[config.mk]
export PLATFORM = sky130hd
export DESIGN_NAME = jt49_bus_master
export DESIGN_NICKNAME = d
export VERILOG_FILES = /design/src/rtl/jt49_bus_master.sv
export SDC_FILE = /design/constraint.sdc
export NUM_CORES = 1
export LEC_CHECK = 0
export BUFFER_PORTS_ARGS = -buffer_cell sky130_fd_sc_hd__buf_4
export CAP_MARGIN = 0
export CORE_UTILIZATION = 40
export CTS_CLUSTER_SIZE = 25
export DETAILED_ROUTE_END_ITERATION = 8
export PLACE_DENSITY = 0.64
export SETUP_SLACK_MARGIN = 0.4
export SYNTH_ARGS = -nofsm -noshare
export SYNTH_HDL_FRONTEND = slang
export SYNTH_SLANG_ARGS = --single-unit
[constraint.sdc]
create_clock -name clk -period 6.6 [get_ports clk]
set_input_delay 0.33 -clock clk [delete_from_list [all_inputs] [get_ports clk]]
set_output_delay 0.33 -clock clk [all_outputs]
set_load 0.02 [all_outputs]
[src/rtl/jt49_bus_master.sv]
// jt49_bus_master: FIFO-fed PSG bus master driving BDIR/BC1/DA; JT49_READBACK_EN adds register reads
module jt49_bus_master #(
  parameter int FIFO_AW   = 2,
  parameter int LATCH_CYC = 2,
  parameter int WRITE_CYC = 2,
  parameter int GAP_CYC   = 1
) (
  input  logic       clk,
  input  logic       rst,
  input  logic       cen,
  input  logic       wr_valid,
  output logic       wr_ready,
  input  logic [3:0] wr_addr,
  input  logic [7:0] wr_data,
`ifdef JT49_READBACK_EN
  input  logic       wr_rd,
  input  logic [7:0] din,
  output logic       rd_valid,
  output logic [7:0] rd_data,
`endif
  output logic       bdir,
  output logic       bc1,
  output logic [7:0] dout,
  output logic       busy
);
`ifdef JT49_READBACK_EN
  localparam int EW = 13;
  typedef enum logic [2:0] {IDLE, LATCH, LGAP, WRITE, WGAP, READ} state_t;
`else
  localparam int EW = 12;
  typedef enum logic [2:0] {IDLE, LATCH, LGAP, WRITE, WGAP} state_t;
`endif
  typedef logic [FIFO_AW:0] count_t;
  logic [EW-1:0] mem_q [2**FIFO_AW];
  logic [EW-1:0] head, wr_entry;
  logic [FIFO_AW-1:0] wp_q, rp_q;
  count_t count_q;
  state_t state_q, sstate;
  logic [7:0] cnt_q, data_q, dout_q, sdata, sdout;
  logic [3:0] addr_q, cache_q;
  logic cache_valid_q, bdir_q, bc1_q, push, pop, empty, last, sbdir, sbc1;
  assign head     = mem_q[rp_q];
  assign empty    = count_q == '0;
  assign wr_ready = !count_q[FIFO_AW];
  assign push     = wr_valid && wr_ready;
  assign pop      = cen && state_q == IDLE && !empty;
  assign busy     = !empty || state_q != IDLE;
  assign last     = cnt_q == 8'd0;
  assign sdata    = state_q == IDLE ? head[7:0] : data_q;
  assign bdir     = bdir_q;
  assign bc1      = bc1_q;
  assign dout     = dout_q;
`ifdef JT49_READBACK_EN
  logic rd_q, rd_valid_q, srd;
  logic [7:0] rd_data_q;
  assign wr_entry = {wr_rd, wr_addr, wr_data};
  assign srd      = state_q == IDLE ? head[12] : rd_q;
  assign sstate   = srd ? READ : WRITE;
  assign sbdir    = !srd;
  assign sbc1     = srd;
  assign sdout    = srd ? 8'h00 : sdata;
  assign rd_valid = rd_valid_q;
  assign rd_data  = rd_data_q;
`else
  assign wr_entry = {wr_addr, wr_data};
  assign sstate   = WRITE;
  assign sbdir    = 1'b1;
  assign sbc1     = 1'b0;
  assign sdout    = sdata;
`endif
  always_ff @(posedge clk) begin
    if (push) mem_q[wp_q] <= wr_entry;
    if (rst) begin
      wp_q          <= '0;
      rp_q          <= '0;
      count_q       <= '0;
      state_q       <= IDLE;
      cnt_q         <= 8'd0;
      data_q        <= 8'h00;
      addr_q        <= 4'h0;
      cache_q       <= 4'h0;
      cache_valid_q <= 1'b0;
      bdir_q        <= 1'b0;
      bc1_q         <= 1'b0;
      dout_q        <= 8'h00;
`ifdef JT49_READBACK_EN
      rd_q          <= 1'b0;
      rd_valid_q    <= 1'b0;
      rd_data_q     <= 8'h00;
`endif
    end else begin
      wp_q    <= wp_q + FIFO_AW'(push);
      rp_q    <= rp_q + FIFO_AW'(pop);
      count_q <= count_q + count_t'(push) - count_t'(pop);
`ifdef JT49_READBACK_EN
      rd_valid_q <= 1'b0;
`endif
      if (cen) begin
        cnt_q <= cnt_q - 8'd1;
        case (state_q)
          IDLE: if (!empty) begin
            addr_q <= head[11:8];
            data_q <= head[7:0];
`ifdef JT49_READBACK_EN
            rd_q   <= head[12];
`endif
            // a repeat of the last latched register skips straight to the strobe
            if (cache_valid_q && head[11:8] == cache_q) begin
              state_q <= sstate;
              cnt_q   <= 8'(WRITE_CYC - 1);
              bdir_q  <= sbdir;
              bc1_q   <= sbc1;
              dout_q  <= sdout;
            end else begin
              state_q <= LATCH;
              cnt_q   <= 8'(LATCH_CYC - 1);
              bdir_q  <= 1'b1;
              bc1_q   <= 1'b1;
              dout_q  <= {4'h0, head[11:8]};
            end
          end
          LATCH: if (last) begin
            cache_q       <= addr_q;
            cache_valid_q <= 1'b1;
            state_q       <= LGAP;
            cnt_q         <= 8'(GAP_CYC - 1);
            bdir_q        <= 1'b0;
            bc1_q         <= 1'b0;
          end
          LGAP: if (last) begin
            state_q <= sstate;
            cnt_q   <= 8'(WRITE_CYC - 1);
            bdir_q  <= sbdir;
            bc1_q   <= sbc1;
            dout_q  <= sdout;
          end
          WRITE: if (last) begin
            state_q <= WGAP;
            cnt_q   <= 8'(GAP_CYC - 1);
            bdir_q  <= 1'b0;
            bc1_q   <= 1'b0;
          end
`ifdef JT49_READBACK_EN
          READ: if (last) begin
            rd_data_q  <= din;
            rd_valid_q <= 1'b1;
            state_q    <= WGAP;
            cnt_q      <= 8'(GAP_CYC - 1);
            bdir_q     <= 1'b0;
            bc1_q      <= 1'b0;
          end
`endif
          WGAP: if (last) state_q <= IDLE;
          default: state_q <= IDLE;
        endcase
      end
    end
  end
endmodule

==> results.cfg, run 1 <==
[status]
status = completed

[clock_tree]
root_buffer = clkbuf_8
cts_made_buffers = 9
cts_setup_buffers = 0
cts_tree = yes
htree_levels = 3
holdBufCountCts = 0
clockBufferDepth = 2
clk_pin_slew_ns = 0.10
cts_resized = 0
clkLatencyLatePin_ns = 0.36
cts.sinks = 93

[synthesis]
syn_nets = 352
yosysTopAreaCellShare_pct = 37.2
synth_async_sr_flop_share_pct = 0
yosysTopAreaCell = edfxtp_1
synth_cell_types = 42
synth_edf_count = 48
avgSynthCellArea_um2 = 11.7
yosysSeqAreaShare_pct = 60.4
syn-cell-area_um2 = 3880
ys.flop_type = edfxtp_1
syn_inst = 330
synth_seq_cells = 93
synth.area.top_cells = edfxtp_1, dfxtp_1, mux4_2, nand2_1, nor2_1
yosysWarnings = 0

[drt]
drc = 0
drt_wl_total_mm = 6.89
drt_iter0_drc = 126
wl_per_cell_um = 14.1
viasPerCell = 5.00
ant_nets = 0
first_pass_iters = 5
vias = 2433

[global_route]
grt.overflow.total = 0
grt_antenna_before_repair = 0
use_met2_pct = 22.9
grt_max_degree = 36
grt-busiest-layer = met2
grt_first_pass_wirelength_mm = 11.3
use_met3_pct = 4.32
grt_usage_pct = 14.9
met1_usage_pct = 20.3
grt_pass1_vias = 2330

[place]
place_hpwl_mm = 4.78
dpl-instance-area_um2 = 4180
place_inst = 471
gp_congestion = 0.789
post-place-ws_ns = 3.48
io_buffers = 27

[min_path]
hold_class = in -> reg

[sta]
worstMarginPinSlew_ns = 1.14
max_freq_mhz = 322
fin_ws_ns = 3.50
hold_viol_final = 0
hold_slack_ns = 0.164
setup_violations = 0
period_minus_slack_ns = 3.10
clock_skew_ns = 0.0144
rsz0062_at_grt = false
post-route-period-util_pct = 47.0
max_slew_margin_pct = 23.6
setup_tns_ns = 0
slew_viol_final = 0

[finish]
post-route-util_pct = 46.9
num_antenna_cells = 0
final_common_cell = nand2_1
fillerInstances = 857
syn_to_final_growth_pct = 12.9
layout-drive-gt1-share_pct = 16.8
regArea_um2 = 2340
stdcell_count = 487
multi_input_area_um2 = 1410
mostFrequentLayoutCells = nand2_1, edfxtp_1, dfxtp_1
stdcell_area_um2 = 4380
num-nets-final = 375

[floorplan]
start_util_pct = 41.6
die_area_um2 = 10100
io_pins = 28
die_w_um = 100
rows = 35
core_um2 = 9330
die_h_um = 100

[worst_setup_path]
worstPathArrival_ns = 3.34
cp.required_ns = 6.84
end_kind = register
crit_fanout = 14
cp-start-kind = register
critPathKind = reg -> reg

[pwr]
power_density_nw_per_um2 = 390
finalPower_mw = 1.71
vdd_ir_drop_max_mv = 0.160
leakage_nw = 1.60

[run]
drv_cap = 0
[cell type report]
cell class                      instances  share of cell area, %
Clock buffer                           10                   2.92
Tap cell                              129                   3.69
Sequential cell                        93                   53.5
Timing Repair Buffer                   29                   4.97
Multi-Input combinational cell        208                   32.3
Clock inverter                          6                   1.57
Inverter                               12                   1.03
[synthesized netlist by cell type (3+ instances only)]
cell type,number
nand3_1,7
buf_2,6
nor2_1,33
mux2i_1,10
o21ai_0,4
mux4_2,11
o311ai_1,3
clkbuf_1,10
xor2_1,3
dfxtp_1,45
or3_1,5
nand2_1,52
nor2b_1,5
xnor2_1,10
edfxtp_1,48
o211ai_1,5
o2111ai_1,4
a21oi_1,21
ha_1,5
nand2b_1,3
nor3_1,6
inv_1,11
[where the power goes]
group	internal, mW	total (mW)	switching, mW
sequential	0.705	0.792	0.0865
combinational	0.234	0.532	0.299
clock	0.180	0.383	0.204
[flip-flops by register name (all words and copies together), names as in the netlist, 3 cells and up]
| register | count |
|---|---|
| cnt_q | 8 |
| mem_q | 48 |
| state_q | 3 |
| count_q | 3 |
| data_q | 8 |
| dout | 8 |
| addr_q | 4 |
| cache_q | 4 |
[cells by family (layout without fill, tap and decap cells)]
family / after synthesis / count (layout) / share of synthesized area [%]
AND/OR/NAND/NOR: 123 / 123 / 14.8
flip-flops: 93 / 93 / 60.4
AO/OA/AOI/OAI: 45 / 45 / 7.68
buffers and inverters: 29 / 57 / 3.10
multiplexers: 21 / 21 / 8.97
XOR/XNOR: 13 / 13 / 2.94
adder cells (fa/ha/maj): 6 / 6 / 2.13
[metal layers]
metal / vias up / wire, um
met1: 1171 / 3430
met5: - / 0
met2: 44 / 3210
met4: 0 / 22
met3: 2 / 224
li1: 1216 / -
[worst max-delay path, stage by stage (launching register included)]
cell,delay (ns)
dfxtp_1,0.43
nor3_2,0.53
nand3_1,0.52
inv_2,0.37
ha_1,0.18
inv_1,0.04
ha_1,0.18
fa_1,0.37
xnor2_1,0.17
xnor2_1,0.13
nor2_1,0.05
[path summary, 6_finish.rpt]
| check | from | to | slack [ns] | cells past startpoint |
|---|---|---|---|---|
| hold / removal | wr_addr[3] | mem_q[2][11]$_DFFE_PP_ | 0.16 | 1 |
| hold reg to reg | dout[4]$_SDFFE_PP0P_ | dout[4]$_SDFFE_PP0P_ | 0.45 | 2 |
| setup / recovery | state_q[0]$_SDFFE_PP0P_ | count_q[2]$_SDFF_PP0_ | 3.50 | 10 |
| setup reg to reg | state_q[0]$_SDFFE_PP0P_ | count_q[2]$_SDFF_PP0_ | 3.50 | 10 |
(Power assumes the default switching activity.)
==> inputs of run 2 (changes only) <==
clock period = 2.99 ns   (was 6.6 ns; I/O delays follow)
==> run 2 against run 1 <==
Cell area up 3.3%. Sequential share of layout area down 1.7 points. Critical endpoint unchanged. First-iteration DRC count down 25%. Maximum frequency up 28%. Count of clock-buffer cells in the layout down 1. Clock skew down 0.0033 ns. Utilization up 1.6 points. Total power up 120%. Via count up 2.9%. Cell count up 3.3%. Clock power up 100%. Highest routed layer unchanged. Global-route usage up 0.94 points.
==> results.cfg, run 2 (synthesis results as in run 1) <==
[status]
status = completed

[clock_tree]
cts_made_buffers = 9
cts.sinks = 93
cts_resized = 0
cts_tree = yes
cts_setup_buffers = 0
root_buffer = clkbuf_8
clk_pin_slew_ns = 0.10
clockBufferDepth = 2
htree_levels = 3
clkLatencyLatePin_ns = 0.36

[sta]
worstMarginPinSlew_ns = 0.894
setup_tns_ns = 0
slew_viol_final = 0
period_minus_slack_ns = 2.42
clock_skew_ns = 0.0111
hold_slack_ns = 0.0292
hold_viol_final = 0
max_freq_mhz = 413
rsz0062_at_grt = false
setup_violations = 0
post-route-period-util_pct = 81.0
max_slew_margin_pct = 40.0
fin_ws_ns = 0.569

[worst_setup_path]
crit_fanout = 10
r2r_end = count_q[2]$_SDFF_PP0_
cp-start-kind = register
max_stage_delay_ns = 0.42
cp.required_ns = 3.23
critPathBufInv = 2
crit_cells = 10
r2r_slack_ns = 0.57
critical_path.top_delay_family = adder cells
slowest_stage = dfxtp_1
path_cells = nor3_4 > nand3_1 > inv_2 > ha_1 > inv_1 > ha_1 > fa_1 > xnor2_1 > xnor2_1 > nor2_1
end_kind = register
r2r_start = state_q[2]$_SDFFE_PP0P_
critPathKind = reg -> reg
worstPathArrival_ns = 2.66
reg2regPathDepth = 10

[finish]
syn_to_final_growth_pct = 16.7
fillerInstances = 849
post-route-util_pct = 48.5
num-nets-final = 392
regMostFlops = mem_q
mostFrequentLayoutCells = nand2_1, edfxtp_1, dfxtp_1
largest_reg_flops = 48
num_antenna_cells = 0
layout-drive-gt1-share_pct = 17.6
final_common_cell = nand2_1

[global_route]
grt_antenna_before_repair = 0
grt_first_pass_wirelength_mm = 12.1
grt_max_degree = 36
grt_usage_pct = 15.9
grt_pass1_vias = 2454
grt.overflow.total = 0

[drt]
drc = 0
ant_nets = 0
vias = 2503
first_pass_iters = 4
wl_per_cell_um = 14.4
drt_iter0_drc = 95
drt_wl_total_mm = 7.26
viasPerCell = 4.98

[place]
gp_congestion = 0.780
post-place-ws_ns = 0.575
place_hpwl_mm = 4.96
io_buffers = 27

[floorplan]
rows = 35
die_w_um = 100
die_area_um2 = 10100
start_util_pct = 41.6
core_um2 = 9330
die_h_um = 100
io_pins = 28

[min_path]
min_to = cnt_q[1]$_SDFFE_PP0P_
hold_class = in -> reg
min_path_cells = 2
hold_path.startpoint = cen

[pwr]
leakage_nw = 1.66
finalPower_mw = 3.77
power_density_nw_per_um2 = 834
vdd_ir_drop_max_mv = 0.479

[run]
drv_cap = 0
[run 2: where the power goes]
part / switching, mW / internal, mW / total, mW
Sequential: 0.159 / 1.56 / 1.72
Clock: 0.463 / 0.315 / 0.778
Combinational: 0.721 / 0.556 / 1.28
[run 2: routing by layer]
metal  wire (um)  track usage (%)  share of wire, %
met5           0                0                 0
met3         218             3.62               3.0
met4          57             6.02              0.79
met2        3470             25.1                48
met1        3520             21.3                48
[run 2: through the flow]
step                instance area [um^2]  instances
floorplan                           3880        330
global placement                    4220        476
detailed placement                  4220        476
CTS                                 4520        503
global route                        4520        503
finish                              4520        503
[run 2: what timing repair did]
action,in CTS,in global routing
hold buffers,12,0
hold endpoints to repair,48,0
setup endpoints to repair,0,1
[run 2: worst max-delay path by stage]
stage / startpoint / end / slack, ns
after floorplan: state_q[0]$_SDFFE_PP0P_ / count_q[2]$_SDFF_PP0_ / 0.47
after global placement: state_q[0]$_SDFFE_PP0P_ / count_q[2]$_SDFF_PP0_ / 0.74
after detailed placement: state_q[0]$_SDFFE_PP0P_ / count_q[2]$_SDFF_PP0_ / 0.58
after CTS: state_q[0]$_SDFFE_PP0P_ / count_q[2]$_SDFF_PP0_ / 0.55
after global routing: state_q[2]$_SDFFE_PP0P_ / count_q[2]$_SDFF_PP0_ / 0.42
final: state_q[2]$_SDFFE_PP0P_ / count_q[2]$_SDFF_PP0_ / 0.57
[run 2: worst register-to-register path: cells and delay by family (launching register included)]
kind / cells / cell delay [ns]
buffers and inverters: 2 / 0.14
adders and majority gates: 3 / 0.70
DFF: 1 / 0.42
and+or+nand+nor: 3 / 0.67
xor gates and xnor gates: 2 / 0.38
[run 2: area by class of cell]
cell class	instances	area [um^2]	share of cell area (%)
clock buffer	9	124	2.74
timing repair buffer	46	375	8.30
clock inverter	6	55.1	1.22
multi-input combinational	208	1420	31.4
tap	129	161	3.57
inverter	12	45.0	0.996
sequential	93	2340	51.8
==> inputs of run 3 (changes only) <==
ABC_AREA = 1   (was not set)
PLACE_DENSITY = 0.66   (was 0.64)
clock period = 2 ns   (was 2.99 ns; I/O delays follow)
==> run 3 against run 2 <==
Critical endpoint is now count_q[1]$_SDFF_PP0_. Cell area grew 16%. Sequential power rose by 60%. First-iteration DRC count shrank 27%. Total power increased by 110%. Clock power is 71% higher. Count of clock-buffer cells in the layout unchanged. Sequential share of layout area fell by 7.0 points. Synthesized cell count increased by 27%. Critical path type unchanged. Largest power group is now combinational logic. Non-clock buffer count is 30 higher.
==> results.cfg, run 3 <==
[clock_tree]
root_buffer = clkbuf_8
htree_levels = 3
clkLatencyLatePin_ns = 0.37
clockBufferDepth = 2
clk_pin_slew_ns = 0.10
cts_tree = yes
cts.sinks = 93
cts_made_buffers = 9

[finish]
largest_reg_flops = 48
fillerInstances = 855
final_common_cell = nand2_1
syn_to_final_growth_pct = 30.8
num-nets-final = 513
regArea_um2 = 2360
mostFrequentLayoutCells = nand2_1, buf_4, edfxtp_1
layout-drive-gt1-share_pct = 34.1
multi_input_area_um2 = 1710
regMostFlops = mem_q
num_antenna_cells = 0

[min_path]
hold_class = in -> reg
hold_path.startpoint = rst
min_to = count_q[1]$_SDFF_PP0_
min_path_cells = 2

[synthesis]
syn_inst = 419
syn-cell-area_um2 = 4030
yosys.area_share.simple_pct = 18.9
synth_cell_types = 37
synth_xor_area_share_pct = 1.99
avgSynthCellArea_um2 = 9.61
synth.area.top_cells = edfxtp_1, dfxtp_1, nand2_1, o21ai_0, a21oi_1
synth_common_cells = nand2_1, edfxtp_1, dfxtp_1
synthAdderAreaFrac_pct = 2.05
ys.flop_type = edfxtp_1
yosysSeqAreaShare_pct = 58.2
yosysTopAreaCellShare_pct = 35.8
synth_most_common_cell = nand2_1
synth_async_sr_flop_share_pct = 0
synthMuxAreaShare_pct = 0
synth_edf_count = 48
synth_seq_cells = 93
yosysTopAreaCell = edfxtp_1
syn_nets = 441
synth_compound_area_share_pct = 12.3
synth_top_family_by_area = simple AND/OR/NAND/NOR gates
yosysWarnings = 0

[drt]
viasPerCell = 4.86
first_pass_iters = 4
drt_iter0_drc = 69
drc = 0
vias = 3059
wl_per_cell_um = 13.1
ant_nets = 0
drt_wl_total_mm = 8.22

[run]
drv_cap = 0

[pwr]
finalPower_mw = 8.05
leakage_nw = 2.08
power_density_nw_per_um2 = 1530
vdd_ir_drop_max_mv = 0.629

[sta]
max_freq_mhz = 533
slew_viol_final = 0
period_minus_slack_ns = 1.88
rsz0062_at_grt = true
hold_slack_ns = 0.0407
post-route-period-util_pct = 93.9
max_slew_margin_pct = 65.7
clock_skew_ns = 0.00857
hold_viol_final = 0
worstMarginPinSlew_ns = 0.514
setup_tns_ns = 0
setup_violations = 0

[status]
status = completed

[worst_setup_path]
crit_fanout = 2
cp-start-kind = register
r2r_slack_ns = 0.12
r2r_end = count_q[1]$_SDFF_PP0_
reg2regPathDepth = 11
end_kind = register
worstPathArrival_ns = 2.15
r2r_start = state_q[0]$_SDFFE_PP0P_
critPathKind = reg -> reg
cp.required_ns = 2.27

[floorplan]
start_util_pct = 41.2
rows = 36
die_area_um2 = 10500
io_pins = 28
core_um2 = 9770
die_w_um = 102
die_h_um = 102

[global_route]
grt_first_pass_wirelength_mm = 12.7
grt_max_degree = 27
grt_usage_pct = 16.3
grt_antenna_before_repair = 0
grt.overflow.total = 0
grt_pass1_vias = 2733

[place]
place_hpwl_mm = 5.29
gp_congestion = 0.761
io_buffers = 27
[run 3: cell types whose count changed in the layout (fill, tap and decap cells not counted), moves of 8 or more]
cell / before / now
nand2_1: 52 / 67
o21ai_1: 1 / 14
dfxtp_1: 45 / 35
inv_2: 1 / 13
nand3_2: 0 / 9
dfxtp_2: 0 / 9
o21ai_0: 4 / 23
buf_6: 0 / 10
nand2_2: 0 / 11
mux4_2: 11 / 0
mux2i_1: 10 / 0
inv_1: 11 / 28
xnor2_1: 10 / 2
buf_4: 34 / 52
[run 3: report_power, final]
part	switching (mW)	total, mW	internal (mW)
Sequential	0.279	2.75	2.47
Combinational	2.29	3.97	1.68
Clock	0.720	1.33	0.613
Total	3.29	8.05	4.76
[run 3: how the worst max path moves through the flow]
stage	slack, ns	to	from	cells past startpoint
2_1_floorplan	-0.08	count_q[1]$_SDFF_PP0_	state_q[0]$_SDFFE_PP0P_	12
3_3_place_gp	0.13	count_q[1]$_SDFF_PP0_	state_q[0]$_SDFFE_PP0P_	11
6_report	0.12	count_q[1]$_SDFF_PP0_	state_q[0]$_SDFFE_PP0P_	11
3_5_place_dp	0.09	count_q[1]$_SDFF_PP0_	state_q[1]$_SDFFE_PP0P_	11
4_1_cts	0.19	count_q[2]$_SDFF_PP0_	state_q[0]$_SDFFE_PP0P_	12
5_1_grt	0.01	count_q[1]$_SDFF_PP0_	state_q[1]$_SDFFE_PP0P_	11
[run 3: kinds of logic after synthesis]
logic type,after synthesis
buffers and inverters,61
AOI/OAI and AO/OA,87
adders and majority gates,6
xor gates and xnor gates,7
DFF,93
and+or+nand+nor,165
[run 3: what timing repair did]
action | 4_1_cts | 5_1_grt
cloned | 1 | 1
hold endpoints to repair | 49 | 0
buffers inserted | 8 | 9
setup endpoints to repair | 24 | 29
pin swaps | 11 | 22
gates resized for setup | 21 | 68
hold buffers | 13 | 0
[run 3: metrics by stage]
stage | cells | utilization [%] | instance area, um^2 | worst slack, ns
CTS | 619 | 51.2 | 5000 | 0.193
finish | 629 | 53.9 | 5270 | 0.122
global placement | 581 | 46.2 | 4520 | 0.126
detailed placement | 581 | 46.2 | 4520 | 0.0937
floorplan | 419 | - | 4110 | -0.0788
global route | 629 | 53.9 | 5270 | 0.0147
[run 3: layout make-up]
type | instances | share of cell area, %
multi-input cells | 267 | 32.4
flip-flops and latches | 93 | 44.8
well taps | 133 | 3.16
clock buffers | 9 | 2.35
repair buffers | 76 | 12.3
inverters | 44 | 3.33
clock inverters | 7 | 1.71
[run 3: worst max-delay path: stages (launching register included)]
cell,delay (ns)
dfxtp_2,0.33
inv_2,0.07
nand2_4,0.06
nor2_4,0.13
inv_4,0.05
nor3_4,0.22
ha_4,0.23
inv_2,0.06
ha_4,0.12
fa_2,0.43
inv_2,0.06
nor2_2,0.03
[run 3: layer usage]
metal | GRT usage, % | up-vias | part of all wire (%)
met1 | 20.5 | 1448 | 46
met2 | 26.8 | 44 | 49
met4 | 7.14 | 0 | 1.9
met3 | 3.83 | 14 | 2.8
li1 | - | 1553 | -
met5 | 0 | - | 0
